`src/rtl/hilo_muldiv_unit_pkg.sv`:
```
// Shared types for the HI/LO multiply/divide unit: operation codes, FSM states
// and small operation-class decoders.
package hilo_muldiv_unit_pkg;

  typedef enum logic [2:0] {
    MD_MULT  = 3'd0,
    MD_MULTU = 3'd1,
    MD_DIV   = 3'd2,
    MD_DIVU  = 3'd3,
    MD_MTHI  = 3'd4,
    MD_MTLO  = 3'd5
  } muldiv_op_t;

  typedef enum logic [1:0] {
    IDLE = 2'd0,
    MUL  = 2'd1,
    DIV  = 2'd2,
    FIN  = 2'd3
  } muldiv_state_t;

  function automatic logic op_is_mul(input muldiv_op_t op);
    return (op == MD_MULT) || (op == MD_MULTU);
  endfunction

  function automatic logic op_is_div(input muldiv_op_t op);
    return (op == MD_DIV) || (op == MD_DIVU);
  endfunction

  function automatic logic op_is_signed(input muldiv_op_t op);
    return (op == MD_MULT) || (op == MD_DIV);
  endfunction

endpackage

```
`src/rtl/hilo_muldiv_unit_div_restoring_core.sv`:
```
// Unsigned restoring divider: one quotient bit per i_step, DATA_W steps total.
// o_done stays set once the last bit is produced until the next start/clear.
module div_restoring_core
  import hilo_muldiv_unit_pkg::*;
#(
  parameter int DATA_W = 32
) (
  input  logic              clk,
  input  logic              resetn,
  input  logic              i_start,
  input  logic              i_clear,
  input  logic              i_step,
  input  logic [DATA_W-1:0] i_dividend,
  input  logic [DATA_W-1:0] i_divisor,
  output logic [DATA_W-1:0] o_quotient,
  output logic [DATA_W-1:0] o_remainder,
  output logic              o_done
);

  localparam int CNT_W = $clog2(DATA_W);

  logic [DATA_W-1:0] r_rem;
  logic [DATA_W-1:0] r_quo;
  logic [DATA_W-1:0] r_dsor;
  logic [CNT_W-1:0]  r_cnt;
  logic              r_done;

  logic [DATA_W:0]   w_shift;
  logic [DATA_W:0]   w_diff;

  // Trial subtraction of the divisor from the shifted partial remainder
  always_comb begin
    w_shift = {r_rem, r_quo[DATA_W-1]};
    w_diff  = w_shift - {1'b0, r_dsor};
  end

  // Quotient bits shift in from the right as dividend bits shift out the top
  always_ff @(posedge clk or negedge resetn) begin
    if (!resetn) begin
      r_rem  <= '0;
      r_quo  <= '0;
      r_dsor <= '0;
      r_cnt  <= '0;
      r_done <= 1'b0;
    end else if (i_clear) begin
      r_rem  <= '0;
      r_quo  <= '0;
      r_dsor <= '0;
      r_cnt  <= '0;
      r_done <= 1'b0;
    end else if (i_start) begin
      r_rem  <= '0;
      r_quo  <= i_dividend;
      r_dsor <= i_divisor;
      r_cnt  <= '0;
      r_done <= 1'b0;
    end else if (i_step && !r_done) begin
      if (w_diff[DATA_W]) begin
        r_rem <= w_shift[DATA_W-1:0];
        r_quo <= {r_quo[DATA_W-2:0], 1'b0};
      end else begin
        r_rem <= w_diff[DATA_W-1:0];
        r_quo <= {r_quo[DATA_W-2:0], 1'b1};
      end
      if (r_cnt == CNT_W'(DATA_W - 1)) begin
        r_done <= 1'b1;
        r_cnt  <= '0;
      end else begin
        r_cnt  <= r_cnt + CNT_W'(1);
      end
    end
  end

  assign o_quotient  = r_quo;
  assign o_remainder = r_rem;
  assign o_done      = r_done;

endmodule

```
`src/rtl/hilo_muldiv_unit.sv`:
```
// Multi-cycle multiply/divide unit owning the architectural HI/LO registers.
// Define MULDIV_FAST_MULT_EN for a single-cycle combinational multiplier.
module hilo_muldiv_unit
  import hilo_muldiv_unit_pkg::*;
#(
  parameter int DATA_W = 32
) (
  input  logic              clk,
  input  logic              resetn,
  input  logic              req_valid,
  output logic              req_ready,
  input  logic [2:0]        req_op,
  input  logic [DATA_W-1:0] src_a,
  input  logic [DATA_W-1:0] src_b,
  input  logic              flush,
  output logic              busy,
  output logic              done,
  output logic [DATA_W-1:0] hi,
  output logic [DATA_W-1:0] lo
);

  localparam int CNT_W = $clog2(DATA_W);
  localparam logic [DATA_W-1:0] MIN_NEG = {1'b1, {(DATA_W-1){1'b0}}};

  muldiv_state_t       r_state;
  logic [CNT_W-1:0]    r_cnt;
  logic                r_busy;
  logic                r_done;
  logic                r_ready;
  logic [DATA_W-1:0]   r_hi;
  logic [DATA_W-1:0]   r_lo;
  logic [DATA_W-1:0]   r_mcand;
  logic [DATA_W-1:0]   r_src_a;
  logic [2*DATA_W-1:0] r_prod;
  logic                r_neg_q;
  logic                r_neg_r;
  logic                r_dbz;
  logic                r_ovf;
  logic                r_op_div;

  muldiv_op_t          w_op;
  logic                w_accept;
  logic                w_signed;
  logic                w_start_mul;
  logic                w_start_div;
  logic                w_last;
  logic [DATA_W-1:0]   w_mag_a;
  logic [DATA_W-1:0]   w_mag_b;
  logic [DATA_W-1:0]   w_quo;
  logic [DATA_W-1:0]   w_rem;
  logic                w_div_done;
  logic [DATA_W:0]     w_sum;
  logic [2*DATA_W-1:0] w_prod_fix;
  logic [DATA_W-1:0]   w_div_hi;
  logic [DATA_W-1:0]   w_div_lo;

  assign w_op        = muldiv_op_t'(req_op);
  assign w_accept    = req_valid && r_ready && !flush;
  assign w_signed    = op_is_signed(w_op);
  assign w_start_div = w_accept && op_is_div(w_op);
  assign w_last      = (r_cnt == CNT_W'(DATA_W - 1));
  assign w_mag_a     = (w_signed && src_a[DATA_W-1]) ? -src_a : src_a;
  assign w_mag_b     = (w_signed && src_b[DATA_W-1]) ? -src_b : src_b;

`ifdef MULDIV_FAST_MULT_EN
  logic                w_fast_mul;
  logic [2*DATA_W-1:0] w_ext_a;
  logic [2*DATA_W-1:0] w_ext_b;
  logic [2*DATA_W-1:0] w_fast_prod;

  // Low 2*DATA_W bits of the extended product are exact for both signednesses
  assign w_start_mul = 1'b0;
  assign w_fast_mul  = w_accept && op_is_mul(w_op);
  assign w_ext_a     = {{DATA_W{w_signed & src_a[DATA_W-1]}}, src_a};
  assign w_ext_b     = {{DATA_W{w_signed & src_b[DATA_W-1]}}, src_b};
  assign w_fast_prod = w_ext_a * w_ext_b;
`else
  assign w_start_mul = w_accept && op_is_mul(w_op);
`endif

  // Control FSM with registered handshake/status outputs
  always_ff @(posedge clk or negedge resetn) begin
    if (!resetn) begin
      r_state <= IDLE;
      r_cnt   <= '0;
      r_busy  <= 1'b0;
      r_done  <= 1'b0;
      r_ready <= 1'b1;
    end else if (flush) begin
      r_state <= IDLE;
      r_cnt   <= '0;
      r_busy  <= 1'b0;
      r_done  <= 1'b0;
      r_ready <= 1'b1;
    end else begin
      case (r_state)
        IDLE: begin
`ifdef MULDIV_FAST_MULT_EN
          r_done <= w_fast_mul;
`else
          r_done <= 1'b0;
`endif
          r_cnt  <= '0;
          if (w_start_mul) begin
            r_state <= MUL;
            r_busy  <= 1'b1;
            r_ready <= 1'b0;
          end else if (w_start_div) begin
            r_state <= DIV;
            r_busy  <= 1'b1;
            r_ready <= 1'b0;
          end else begin
            r_state <= IDLE;
          end
        end
        MUL, DIV: begin
          if (w_last) begin
            r_state <= FIN;
            r_done  <= 1'b1;
            r_cnt   <= '0;
          end else begin
            r_cnt   <= r_cnt + CNT_W'(1);
          end
        end
        FIN: begin
          r_state <= IDLE;
          r_done  <= 1'b0;
          r_busy  <= 1'b0;
          r_ready <= 1'b1;
        end
        default: begin
          r_state <= IDLE;
          r_cnt   <= '0;
          r_busy  <= 1'b0;
          r_done  <= 1'b0;
          r_ready <= 1'b1;
        end
      endcase
    end
  end

  // Operand capture at accept; shift-add multiplier iterates in MUL
  always_ff @(posedge clk or negedge resetn) begin
    if (!resetn) begin
      r_mcand  <= '0;
      r_prod   <= '0;
      r_src_a  <= '0;
      r_neg_q  <= 1'b0;
      r_neg_r  <= 1'b0;
      r_dbz    <= 1'b0;
      r_ovf    <= 1'b0;
      r_op_div <= 1'b0;
    end else if (w_start_mul || w_start_div) begin
      r_mcand  <= w_mag_a;
      r_prod   <= {{DATA_W{1'b0}}, w_mag_b};
      r_src_a  <= src_a;
      r_neg_q  <= w_signed && (src_a[DATA_W-1] ^ src_b[DATA_W-1]);
      r_neg_r  <= w_signed && src_a[DATA_W-1];
      r_dbz    <= w_start_div && (src_b == '0);
      r_ovf    <= w_start_div && w_signed && (src_a == MIN_NEG) && (src_b == '1);
      r_op_div <= w_start_div;
    end else if ((r_state == MUL) && !flush) begin
      r_prod   <= {w_sum, r_prod[DATA_W-1:1]};
    end
  end

  div_restoring_core #(
    .DATA_W (DATA_W)
  ) u_div (
    .clk         (clk),
    .resetn      (resetn),
    .i_start     (w_start_div),
    .i_clear     (flush),
    .i_step      ((r_state == DIV) && !flush),
    .i_dividend  (w_mag_a),
    .i_divisor   (w_mag_b),
    .o_quotient  (w_quo),
    .o_remainder (w_rem),
    .o_done      (w_div_done)
  );

  // Multiplier partial sum and sign/special-case fix-up of the final results
  always_comb begin
    w_sum      = {1'b0, r_prod[2*DATA_W-1:DATA_W]} +
                 (r_prod[0] ? {1'b0, r_mcand} : {(DATA_W+1){1'b0}});
    w_prod_fix = r_neg_q ? -r_prod : r_prod;
    if (r_dbz) begin
      w_div_hi = r_src_a;
      w_div_lo = '1;
    end else if (r_ovf) begin
      w_div_hi = '0;
      w_div_lo = MIN_NEG;
    end else begin
      w_div_hi = r_neg_r ? -w_rem : w_rem;
      w_div_lo = r_neg_q ? -w_quo : w_quo;
    end
  end

  // HI/LO update: iterative results leaving FIN, or direct moves at accept
  always_ff @(posedge clk or negedge resetn) begin
    if (!resetn) begin
      r_hi <= '0;
      r_lo <= '0;
    end else if ((r_state == FIN) && !flush) begin
      if (r_op_div) begin
        if (w_div_done) begin
          r_hi <= w_div_hi;
          r_lo <= w_div_lo;
        end
      end else begin
        {r_hi, r_lo} <= w_prod_fix;
      end
    end else if (w_accept && (w_op == MD_MTHI)) begin
      r_hi <= src_a;
    end else if (w_accept && (w_op == MD_MTLO)) begin
      r_lo <= src_a;
`ifdef MULDIV_FAST_MULT_EN
    end else if (w_fast_mul) begin
      {r_hi, r_lo} <= w_fast_prod;
`endif
    end
  end

  assign req_ready = r_ready;
  assign busy      = r_busy;
  assign done      = r_done;
  assign hi        = r_hi;
  assign lo        = r_lo;

endmodule

```
`config.mk`:
```
export PLATFORM = sky130hd
export DESIGN_NAME = hilo_muldiv_unit
export DESIGN_NICKNAME = d
export VERILOG_FILES = /design/src/rtl/hilo_muldiv_unit_pkg.sv /design/src/rtl/hilo_muldiv_unit_div_restoring_core.sv /design/src/rtl/hilo_muldiv_unit.sv
export SDC_FILE = /design/constraint.sdc
export NUM_CORES = 1
export LEC_CHECK = 0
export ABC_AREA = 1
export BUFFER_PORTS_ARGS = -buffer_cell sky130_fd_sc_hd__buf_2
export CORE_ASPECT_RATIO = 0.7
export CORE_MARGIN = 3
export CORE_UTILIZATION = 45
export CTS_CLUSTER_DIAMETER = 120
export DETAILED_ROUTE_END_ITERATION = 12
export SETUP_SLACK_MARGIN = 0.3
export SLEW_MARGIN = 20
export SYNTH_ARGS = -nofsm -noshare
export SYNTH_HDL_FRONTEND = slang
export SYNTH_HIERARCHICAL = 1
export SYNTH_SLANG_ARGS = --single-unit
```
`constraint.sdc`:
```
create_clock -name clk -period 2.46 [get_ports clk]
set_input_delay 0.369 -clock clk [delete_from_list [all_inputs] [get_ports clk]]
set_output_delay 0.369 -clock clk [all_outputs]
set_load 0.01 [all_outputs]
```
==> impl_metrics.json <==
{
  "status": "complete, no violations",
  "async_reset_ff_share_pct": 100,
  "finalNetCount": 4442,
  "postSynthAreaPerCell_sq_um": 6.40,
  "finalCriticalPeriod_ns": 2.46,
  "setup_viol": 0,
  "whs_ns": 0.149,
  "synth_nets": 4050,
  "vias": 28600,
  "tritoncts": "yes",
  "drtIter0Drc": 3270,
  "tightest_slew_ns": 1.08,
  "synth_area_leader_cell": "dfrtp_1",
  "fin_setup_tns_ns": 0,
  "skew_ns": 0.0254,
  "h-tree-depth": 2,
  "rows": 71,
  "vdd_ir_drop_max_uv": 945,
  "clock-sinks": 308,
  "drtAntennaViolNets": 0,
  "rsz0062_at_grt": "yes",
  "yosys-top-cells-area": "dfrtp_1, nand2_1, inv_1, nor2_1, nand3_1",
  "clk_latency_ns": 0.55,
  "yosys_register_bits": 308,
  "drc": 0,
  "wirelength_um": 111000,
  "synth_flop_cell": "dfrtp_1",
  "hold_viol": 0,
  "drive_gt1_share_pct": 27.3,
  "cp_data_required_time_ns": 2.91,
  "clkSlewWorstSetupHoldPaths_ns": 0.07,
  "hold_class": "input port to flop",
  "core_sq_um": 54300,
  "die_y_um": 203,
  "synth_top_area_share_pct": 30.8,
  "synth_area_sq_um": 24900,
  "gp_congestion": 1.07,
  "clockBufferDepth": 3,
  "min-delay-start": "src_b[0]",
  "grt_pass1_wl_um": 159000,
  "dp_cells": 4900,
  "post-dp-hpwl_um": 84700,
  "vias_per_cell": 5.66,
  "wl_per_cell_um": 22.1,
  "netlist_instances": 3899,
  "rr_startpoint": "r_prod[32]",
  "root_buffer": "clkbuf_16",
  "power_density_nw_per_um2": 1120,
  "critPathMaxFanout": 3,
  "p_leak_nw": 16.4,
  "die_x_um": 287,
  "cts_buffers": 36,
  "ys_top_cells_by_count": "nand2_1, inv_1, nor2_1, dfrtp_1, nand3_1",
  "io_pins": 138,
  "fmax_ghz": 0.407,
  "relSlewSlack_pct": 27.7,
  "synth_warnings": 6,
  "port_buffers": 137,
  "fin_util_pct": 60.5,
  "cap_violations": 0,
  "slew_viol_final": 0,
  "synth-seq-area-share_pct": 30.9,
  "crit_arrival_ns": 2.91,
  "setup.worst_path.class": "flop to flop",
  "antenna_found_initial": 7,
  "timing.final.crit_share_pct": 100,
  "start_kind": "flop",
  "synth-edff-count": 0,
  "first_pass_iters": 7,
  "syn_to_final_growth_pct": 31.7,
  "grt_util_all_layers_pct": 36.2,
  "grt_start_max_net_pins": 97,
  "place_area_sq_um": 28200,
  "start_util_pct": 45.9,
  "ys_types": 66,
  "stdcell_count": 5049,
  "fin_area_sq_um": 32800,
  "synth_most_common_cell": "nand2_1",
  "crit_start": "r_prod[32]",
  "cp-end-kind": "flop",
  "dieArea_sq_um": 58300,
  "overflow": 0,
  "first_global_vias": 25400
}
## layout make-up
| class | instances | area (sq um) |
|---|---|---|
| inverter | 568 | 2160 |
| tap | 730 | 913 |
| fill | 5226 | 21400 |
| sequential | 308 | 7720 |
| clock buffer | 49 | 1020 |
| clock inverter | 13 | 200 |
| multi-input combinational | 2892 | 16900 |
| timing repair buffer | 485 | 3960 |
| antenna | 4 | 10.0 |
## state kept, by name, summed over array words and instances (netlist names), 2 cells and up
signal and flops:
r_prod 64, u_div/r_cnt 5, r_state 2, r_mcand 32, r_cnt 5, u_div/o_quotient 32, r_src_a 31, u_div/o_remainder 32
u_div/r_dsor 32, lo 32, hi 32
## power by group
group / internal, mW / total [mW] / leakage (nW) / switching (mW)
Combinational: 9.11 / 23.5 / 11.8 / 14.4
Clock: 3.43 / 5.81 / 0.600 / 2.38
Sequential: 6.15 / 7.49 / 3.99 / 1.34
Total: 18.7 / 36.8 / 16.4 / 18.1
## cell usage in the layout, fill, tap and decap left out, drive strengths merged, types with 8 or more instances in the layout
master / Yosys / final
ha: 78 / 78
clkinv: 7 / 11
a21oi: 215 / 215
o211ai: 21 / 21
nand2: 1167 / 1168
xnor2: 26 / 26
nor4: 9 / 9
nor2: 462 / 462
nand4: 69 / 69
nand3b: 10 / 10
a21o: 8 / 8
a31oi: 18 / 18
xor2: 52 / 52
o21ai: 291 / 291
o221ai: 29 / 29
inv: 561 / 563
nand3: 271 / 271
dfrtp: 307 / 307
buf: 61 / 479
o31ai: 10 / 10
clkbuf: 71 / 54
nor3: 56 / 56
or2: 17 / 18
o22ai: 47 / 47
## metrics by stage
step | power (mW) | worst slack, ns
floorplan | 18.7 | 0.208
finish | 36.8 | 0.000604
CTS | 31.7 | 0.101
global route | 38.9 | -0.107
detailed placement | 24.5 | 0.0000595
global placement | 24.4 | 0.0129
## what timing repair did
item,CTS,global route
pin swaps,48,208
gates cloned,3,7
setup buffers,21,51
endpoints found under the setup margin,125,207
endpoints found under the hold margin,39,0
gates resized for setup,199,488
hold buffers,1,0
## worst paths after layout
kind                            cells past startpoint  slack (ns)                     to
worst max-delay path                               13      0.0006             r_prod[57]
worst min-delay path                                2        0.15        u_div/r_dsor[0]
worst min register to register                      2        0.48            r_mcand[28]
worst max register to register                     13      0.0006             r_prod[57]
max in group asynchronous                           4        1.20    u_div/o_quotient[0]
min in group asynchronous                           2        0.35  u_div/o_remainder[26]
## routing by layer
| layer | share of wire, % | vias to the layer above | GRT usage, % |
|---|---|---|---|
| li1 | - | 13400 | - |
| met2 | 38 | 1535 | 47.7 |
| met4 | 3.1 | 8 | 8.52 |
| met1 | 45 | 13400 | 55.6 |
| met3 | 13 | 188 | 12.2 |
| met5 | 0.23 | - | 0 |
## logic make-up after synthesis
| kind of cell | share of synthesized area [%] |
|---|---|
| AND/OR/NAND/NOR | 35.7 |
| flip-flops | 30.9 |
| AO/OA/AOI/OAI | 15.1 |
| adder cells (fa/ha/maj) | 4.07 |
| XOR/XNOR | 2.77 |
| buffers and inverters | 11.5 |
## critical path: stages, from the launching register on
cell and delay, ns:
dfrtp_1 0.54, ha_4 0.20, inv_2 0.04, fa_2 0.41, o21ai_4 0.16, a21oi_2 0.09
o21ai_2 0.25, buf_4 0.16, buf_6 0.10, nand2_2 0.05, o211ai_1 0.11, a21oi_1 0.10
o21ai_1 0.08, nand2_1 0.06
No activity file was read; power rests on OpenSTA's default activity.
